<file path="src/rtl/sc_frog_position_register.sv">
`default_nettype none
// ============================================================================
// sc_frog_position_register
// Frog row/column register with one-hot matrix image, hop counter and goal pulse.
// Revision: 1.0
// ============================================================================
module sc_frog_position_register #(
   parameter int ROWS      = 8,
   parameter int COLS      = 8,
   parameter int START_ROW = 0,
   parameter int START_COL = 3
) (
   input  logic                     SC_FROGREGISTER_CLOCK_50,
   input  logic                     SC_FROGREGISTER_RESET_InLow,
   input  logic                     SC_FROGREGISTER_clear_InLow,
   input  logic                     SC_FROGREGISTER_load0_InLow,
   input  logic                     SC_FROGREGISTER_load1_InLow,
   input  logic [1:0]               SC_FROGREGISTER_shiftselection_In,
   output logic [ROWS*COLS-1:0]     SC_FROGREGISTER_matrix_Out,
   output logic [$clog2(ROWS)-1:0]  SC_FROGREGISTER_row_Out,
   output logic [$clog2(COLS)-1:0]  SC_FROGREGISTER_col_Out,
   output logic                     SC_FROGREGISTER_bottomsidecomparator_OutLow,
   output logic                     SC_FROGREGISTER_goal_OutHigh,
   output logic [7:0]               SC_FROGREGISTER_hops_Out
);

   localparam int RW = $clog2(ROWS);
   localparam int CW = $clog2(COLS);

   localparam logic [RW-1:0] c_START_ROW = RW'(START_ROW);
   localparam logic [CW-1:0] c_START_COL = CW'(START_COL);
   localparam logic [RW-1:0] c_TOP_ROW   = RW'(ROWS - 1);
   localparam logic [CW-1:0] c_LEFT_COL  = CW'(COLS - 1);
   localparam logic [1:0]    c_SHIFT_LEFT  = 2'b01;
   localparam logic [1:0]    c_SHIFT_RIGHT = 2'b10;

   logic [RW-1:0] r_row;
   logic [CW-1:0] r_col;
   logic [7:0]    r_hops;
   logic          r_goal;

   logic [RW-1:0] w_rowNext;
   logic [CW-1:0] w_colNext;
   logic          w_clear;
   logic          w_move;

   // Priority decode: clear > up > down > shift; blocked moves leave w_move low.
   always_comb begin
      w_rowNext = r_row;
      w_colNext = r_col;
      w_clear   = 1'b0;
      w_move    = 1'b0;
      if (!SC_FROGREGISTER_clear_InLow) begin
         w_clear = 1'b1;
      end else if (!SC_FROGREGISTER_load0_InLow) begin
         if (r_row != c_TOP_ROW) begin
            w_rowNext = r_row + RW'(1);
            w_move    = 1'b1;
         end
      end else if (!SC_FROGREGISTER_load1_InLow) begin
         if (r_row != '0) begin
            w_rowNext = r_row - RW'(1);
            w_move    = 1'b1;
         end
      end else begin
         case (SC_FROGREGISTER_shiftselection_In)
            c_SHIFT_LEFT: begin
               if (r_col != c_LEFT_COL) begin
                  w_colNext = r_col + CW'(1);
                  w_move    = 1'b1;
               end
            end
            c_SHIFT_RIGHT: begin
               if (r_col != '0) begin
                  w_colNext = r_col - CW'(1);
                  w_move    = 1'b1;
               end
            end
            default: ;
         endcase
      end
   end

   always_ff @(posedge SC_FROGREGISTER_CLOCK_50 or negedge SC_FROGREGISTER_RESET_InLow) begin
      if (!SC_FROGREGISTER_RESET_InLow) begin
         r_row  <= c_START_ROW;
         r_col  <= c_START_COL;
         r_hops <= 8'd0;
         r_goal <= 1'b0;
      end else if (w_clear) begin
         r_row  <= c_START_ROW;
         r_col  <= c_START_COL;
         r_hops <= 8'd0;
         r_goal <= 1'b0;
      end else begin
         r_row  <= w_rowNext;
         r_col  <= w_colNext;
         if (w_move && (r_hops != 8'hFF)) begin
            r_hops <= r_hops + 8'd1;
         end
         // Only an accepted up-move can reach the top row from below it.
         r_goal <= (w_rowNext == c_TOP_ROW) && (r_row != c_TOP_ROW);
      end
   end

   generate
      for (genvar r = 0; r < ROWS; r++) begin : g_row
         for (genvar c = 0; c < COLS; c++) begin : g_col
            assign SC_FROGREGISTER_matrix_Out[r*COLS + c] =
               (r_row == RW'(r)) && (r_col == CW'(c));
         end
      end
   endgenerate

   assign SC_FROGREGISTER_row_Out                     = r_row;
   assign SC_FROGREGISTER_col_Out                     = r_col;
   assign SC_FROGREGISTER_bottomsidecomparator_OutLow = (r_row != '0);
   assign SC_FROGREGISTER_goal_OutHigh                = r_goal;
   assign SC_FROGREGISTER_hops_Out                    = r_hops;

endmodule
`default_nettype wire

</file>
<file path="config.mk">
export PLATFORM = sky130hd
export DESIGN_NAME = sc_frog_position_register
export DESIGN_NICKNAME = d
export VERILOG_FILES = /design/src/rtl/sc_frog_position_register.sv
export SDC_FILE = /design/constraint.sdc
export NUM_CORES = 1
export LEC_CHECK = 0
export ABC_AREA = 1
export CORE_MARGIN = 4
export CORE_UTILIZATION = 42
export CTS_CLUSTER_DIAMETER = 150
export DETAILED_ROUTE_END_ITERATION = 12
export GPL_ROUTABILITY_DRIVEN = 0
export PLACE_DENSITY = 0.94
export SLEW_MARGIN = 0
export SYNTH_ARGS = -nofsm -noshare
export SYNTH_HDL_FRONTEND = slang
export SYNTH_SLANG_ARGS = --single-unit
</file>
<file path="constraint.sdc">
create_clock -name SC_FROGREGISTER_CLOCK_50 -period 5.5 [get_ports SC_FROGREGISTER_CLOCK_50]
set_clock_uncertainty 0.1 [all_clocks]
set_input_delay 1.1 -clock SC_FROGREGISTER_CLOCK_50 [delete_from_list [all_inputs] [get_ports SC_FROGREGISTER_CLOCK_50]]
set_output_delay 1.1 -clock SC_FROGREGISTER_CLOCK_50 [all_outputs]
set_load 0.005 [all_outputs]
</file>
==> results of run 1 <==
## per-stage QoR
stage	cells	hold slack (ns)	util, %	setup slack (ns)
after floorplan	257	0.3811	-	3.097
after global placement	384	0.3906	70.56	2.483
after detailed placement	384	0.3989	70.56	2.387
after CTS	388	0.4076	71.86	2.140
after global routing	388	0.4296	71.86	2.004
final	388	0.4086	71.86	2.126
## critical path: stages, from the launching register on
cell and delay, ns:
dfstp_2 0.57, ha_1 0.18, ha_1 0.19, clkinv_1 0.20, nor2_1 0.24, clkdlybuf4s50_1 0.54
## registers in the layout (all words and copies together) (netlist names)
register                      count
SC_FROGREGISTER_col_Out           3
SC_FROGREGISTER_goal_OutHigh      1
SC_FROGREGISTER_row_Out           3
SC_FROGREGISTER_hops_Out          8
## layout make-up
cell class	instances	area share, %
multi-input combinational	206	41.07
timing repair buffer	86	34.80
sequential	15	15.28
inverter	31	4.704
tap	46	2.327
clock buffer	4	1.821
## metal layers
metal | wire length (um) | share of wire (%) | vias to the layer above
met4 | 107 | 2.1 | 0
met5 | 0 | 0 | -
li1 | - | - | 961
met1 | 2068 | 40 | 861
met3 | 462 | 8.9 | 11
met2 | 2569 | 49 | 82
## power by group
part	switching [mW]	internal (mW)
clock	0.0383	0.0514
sequential	0.0124	0.118
combinational	0.0773	0.0584
## cell families after synthesis
group	count (synthesis)	share of synthesized area (%)
AND/OR/NAND/NOR	179	48.47
buffers and inverters	36	10.16
adder cells (fa/ha/maj)	16	12.90
flip-flops	15	24.35
AO/OA/AOI/OAI	10	3.548
XOR/XNOR	1	0.5646
## cell usage after synthesis, drive strengths merged, types with 3 or more instances
master  number
nand4        6
inv         30
dfrtp       13
buf          3
ha          16
nor3         3
nand2       70
nor2        82
nand3       17
a21oi        5
o21ai        3
## final timing paths
check / from / to / slack, ns / cells after the start
setup / recovery: SC_FROGREGISTER_col_Out[0] / SC_FROGREGISTER_matrix_Out[55] / 2.13 / 5
max in group asynchronous: SC_FROGREGISTER_RESET_InLow / SC_FROGREGISTER_col_Out[2] / 3.71 / 1
setup reg to reg: SC_FROGREGISTER_col_Out[0] / SC_FROGREGISTER_hops_Out[7] / 3.46 / 11
min in group asynchronous: SC_FROGREGISTER_RESET_InLow / SC_FROGREGISTER_hops_Out[6] / 1.16 / 1
hold / removal: SC_FROGREGISTER_col_Out[1] / SC_FROGREGISTER_col_Out[1] / 0.41 / 2
hold reg to reg: SC_FROGREGISTER_col_Out[1] / SC_FROGREGISTER_col_Out[1] / 0.41 / 2
==> impl_metrics.ini, run 1 <==
[routing]
wl_mm = 5.207
vias = 1915
final_antenna_net_count = 0
dr.pass1.iters = 4
drcViolationCount = 0
wl_per_cell_um = 13.42
drt_iter0_markers = 115
via_per_inst = 4.936

[synthesis]
syn_inst = 257
netlist.area_leader.share_pct = 20.97
yosysWarnings = 0
synth_largest_area_cell = dfrtp_1
synth_area_sq_um = 1551
synthArstFlopShare_pct = 100.0
synth_flop_cell = dfrtp_1
synth_edf_count = 0
synth_nets = 280
synth_area_leaders = dfrtp_1 21%, nor2_1 20%, nand2_1 15%, ha_1 13%, inv_1 6.5%
avgSynthCellArea_sq_um = 6.037
synth_seq_cells = 15
ys_seq_area_share_pct = 24.35
synth_cell_type_count = 23

[critical_path]
crit_fanout = 9
cp.required_ns = 4.30
critical_path_arrival_ns = 2.17
path_class = register to output pin
cp-start-kind = register
end_kind = output pin

[layout]
layout-drive-gt1-share_pct = 4.678
mostFrequentLayoutCells = 86 x clkdlybuf4s50_1, 82 x nor2_1, 63 x nand2_1
finalInstanceArea_sq_um = 2474
multiInputGateArea_sq_um = 1016
final_common_cell = clkdlybuf4s50_1
fillers = 283
regArea_sq_um = 377.9
diodes = 0
fin_nets = 366
area_growth_pct = 59.44

[timing]
drv_slew = 0
grt_setup_unrepaired = false
worst_pin_slew_ns = 0.7081
tns_ns = 0
finalHoldViolCount = 0
fmax_mhz = 296.4
fin_crit_ns = 3.374
setup_viol = 0
fin_crit_sh_pct = 61.34
maxSlewHeadroom_pct = 52.65

[cts]
numCtsBuffers = 3
cts-root-buf = clkbuf_8
cts_tree = built
htreeDepth = 1
clkTransAtPathRegs_ns = 0.06
cts_max_path_buffers = 2
hold_buffers = 0
cts_resized = 0
post-cts-setup-buffers = 0
clock-sinks = 15
clock_latency_ns = 0.25

[hold_path]
hold_path_class = register to register

[place]
placedInstanceArea_sq_um = 2429
hpwlAfterDp_mm = 4.197
port_buffers = 86

[global_route]
grt_usage_pct = 22.74
grt-busiest-layer = met2
use_met1_pct = 25.80
grt_pass1_vias = 1778
grt.met3_usage_pct = 3.566
grt_max_degree = 19
use_met2_pct = 41.24
grt_pass1_wl_mm = 8.114
overflow = 0
antenna_found_initial = 0

[power_and_ir_drop]
ir_drop_uv = 187.5
total_power_mw = 0.3561
leakage_nw = 1.142
power.density_nw_per_um2 = 143.9

[floorplan]
rows = 21
dieArea_sq_um = 4731
die_height_um = 68.78
start_util_pct = 45.07
ioPinCount = 87
die_w_um = 68.78
core_area_sq_um = 3442

[run_status]
status = completed

[job]
maxCapViolCount = 0
Note: power is estimated with default switching activity, not from simulation.
==> inputs of run 2 (changes only) <==
- CORE_UTILIZATION: 42 -> 35
- PLACE_DENSITY: 0.94 -> 0.84
- clock period: 5.5 -> 2.85 ns (I/O delays scaled with it)
==> impl_metrics.ini, run 2 (same netlist as run 1, synthesis figures left out) <==
[run_status]
status = completed

[power_and_ir_drop]
total_power_mw = 0.7017
combPwrFrac_pct = 39.6
internal_power_mw = 0.4447
power_switching_share_pct = 36.64
power.density_nw_per_um2 = 279.5
ir_drop_uv = 207.3
pwr-share-clk_pct = 24.3
leakage_nw = 1.149
p_seq_share_pct = 36.1
switching_power_mw = 0.2571

[place]
hpwlAfterDp_mm = 3.997
port_buffers = 86
pre_cts_ws_ns = 0.3325

[layout]
final_common_cell = clkdlybuf4s50_1
area_growth_pct = 61.85
fin_nets = 368
mostFrequentLayoutCells = 86 x clkdlybuf4s50_1, 82 x nor2_1, 63 x nand2_1
largest_reg_flops = 8
diodes = 0
layout-drive-gt1-share_pct = 6.105
fillers = 405

[global_route]
antenna_found_initial = 0
grt_pass1_wl_mm = 8.142
grt_pass1_vias = 1848
overflow = 0
grt_max_degree = 18
grt_usage_pct = 18.21

[cts]
cts-root-buf = clkbuf_8
cts_tree = built
clock-sinks = 15
clock_latency_ns = 0.25
clkTransAtPathRegs_ns = 0.06
numCtsBuffers = 3
hold_buffers = 0
cts_max_path_buffers = 2
htreeDepth = 1

[floorplan]
dieArea_sq_um = 5562
rows = 23
die_height_um = 74.58
start_util_pct = 37.44
die_w_um = 74.58
ioPinCount = 87
core_area_sq_um = 4144

[timing]
tns_ns = 0
worst_slack_ns = 0.1147
drv_slew = 0
setup_viol = 0
fin_crit_ns = 2.735
fin_crit_sh_pct = 95.97
fmax_mhz = 365.6
whs_ns = 0.3972
worst_pin_slew_ns = 0.6539
grt_setup_unrepaired = false
maxSlewHeadroom_pct = 56.27
finalHoldViolCount = 0

[routing]
wl_mm = 5.039
via_per_inst = 4.906
final_antenna_net_count = 0
vias = 1933
drcViolationCount = 0
wl_per_cell_um = 12.79
drt_iter0_markers = 151
dr.pass1.iters = 4

[job]
maxCapViolCount = 0

[critical_path]
end_kind = output pin
critical_path_arrival_ns = 2.07
crit_fanout = 5
cp.required_ns = 2.18
path_class = register to output pin
cp-start-kind = register

[hold_path]
hold_path_class = register to register
run 2: cell count changes in the layout (fill, tap and decap cells not counted), sizes merged:
cell	delta
clkinvlp	+2
buf	+1
clkbuf	-1
run 2: power by group through the flow:
stage | combinational (mW) | clock (mW) | sequential (mW)
2_1_floorplan | 0.152 | 0 | 0.250
3_3_place_gp | 0.261 | 0 | 0.254
3_5_place_dp | 0.266 | 0 | 0.255
4_1_cts | 0.267 | 0.177 | 0.252
5_1_grt | 0.313 | 0.189 | 0.257
6_report | 0.278 | 0.171 | 0.253
run 2: stage by stage:
| step | cells | utilization, % | cell area, sq um |
|---|---|---|---|
| 5_1_grt | 394 | 60.60 | 2511 |
| 6_report | 394 | 60.60 | 2511 |
| 2_1_floorplan | 257 | - | 1551 |
| 3_3_place_gp | 389 | 58.91 | 2441 |
| 3_5_place_dp | 389 | 58.91 | 2441 |
| 4_1_cts | 393 | 60.02 | 2487 |
run 2: path summary, 6_finish.rpt:
path                                              from  depth (start not counted)                              to  slack, ns
setup / recovery            SC_FROGREGISTER_col_Out[0]                          5  SC_FROGREGISTER_matrix_Out[63]       0.11
hold / removal              SC_FROGREGISTER_col_Out[1]                          2      SC_FROGREGISTER_col_Out[1]       0.40
setup reg to reg            SC_FROGREGISTER_row_Out[0]                         10     SC_FROGREGISTER_hops_Out[4]       0.88
hold reg to reg             SC_FROGREGISTER_col_Out[1]                          2      SC_FROGREGISTER_col_Out[1]       0.40
max in group asynchronous  SC_FROGREGISTER_RESET_InLow                          1     SC_FROGREGISTER_hops_Out[0]       1.61
min in group asynchronous  SC_FROGREGISTER_RESET_InLow                          1     SC_FROGREGISTER_hops_Out[7]       0.62
run 2: what timing repair did:
| action | in CTS | in global routing |
|---|---|---|
| gates resized for setup | 0 | 4 |
| hold endpoints to repair | 0 | 0 |
| setup endpoints to repair | 0 | 8 |
| buffers inserted | 0 | 0 |
run 2: final cells by class:
cell class	instances	area (sq um)	share of cell area, %
Timing Repair inverter	1	7.507	0.2990
Timing Repair Buffer	87	868.3	34.58
Tap cell	50	62.56	2.491
Clock buffer	3	41.29	1.644
Multi-Input combinational cell	206	1028	40.96
Clock inverter	1	5.005	0.1993
Inverter	31	120.1	4.783
Sequential cell	15	377.9	15.05
run 2: per-layer routing:
| layer | routed length (um) | vias up | GRT usage, % |
|---|---|---|---|
| met5 | 0 | - | 0 |
| li1 | - | 961 | - |
| met3 | 497 | 9 | 2.703 |
| met2 | 2484 | 91 | 33.76 |
| met4 | 77 | 0 | 6.917 |
| met1 | 1980 | 872 | 20.87 |
run 2: critical path: stages, from the launching register on:
cell,delay [ns]
dfstp_2,0.57
ha_1,0.25
ha_4,0.20
clkinvlp_4,0.14
nor2_1,0.13
clkdlybuf4s50_1,0.52
==> inputs of run 3 (changes only) <==
- CAP_MARGIN: unset -> 40
- CTS_CLUSTER_SIZE: unset -> 25
==> results of run 3 <==
Same layout as run 2: the final DEF is identical, and so are final timing and power.
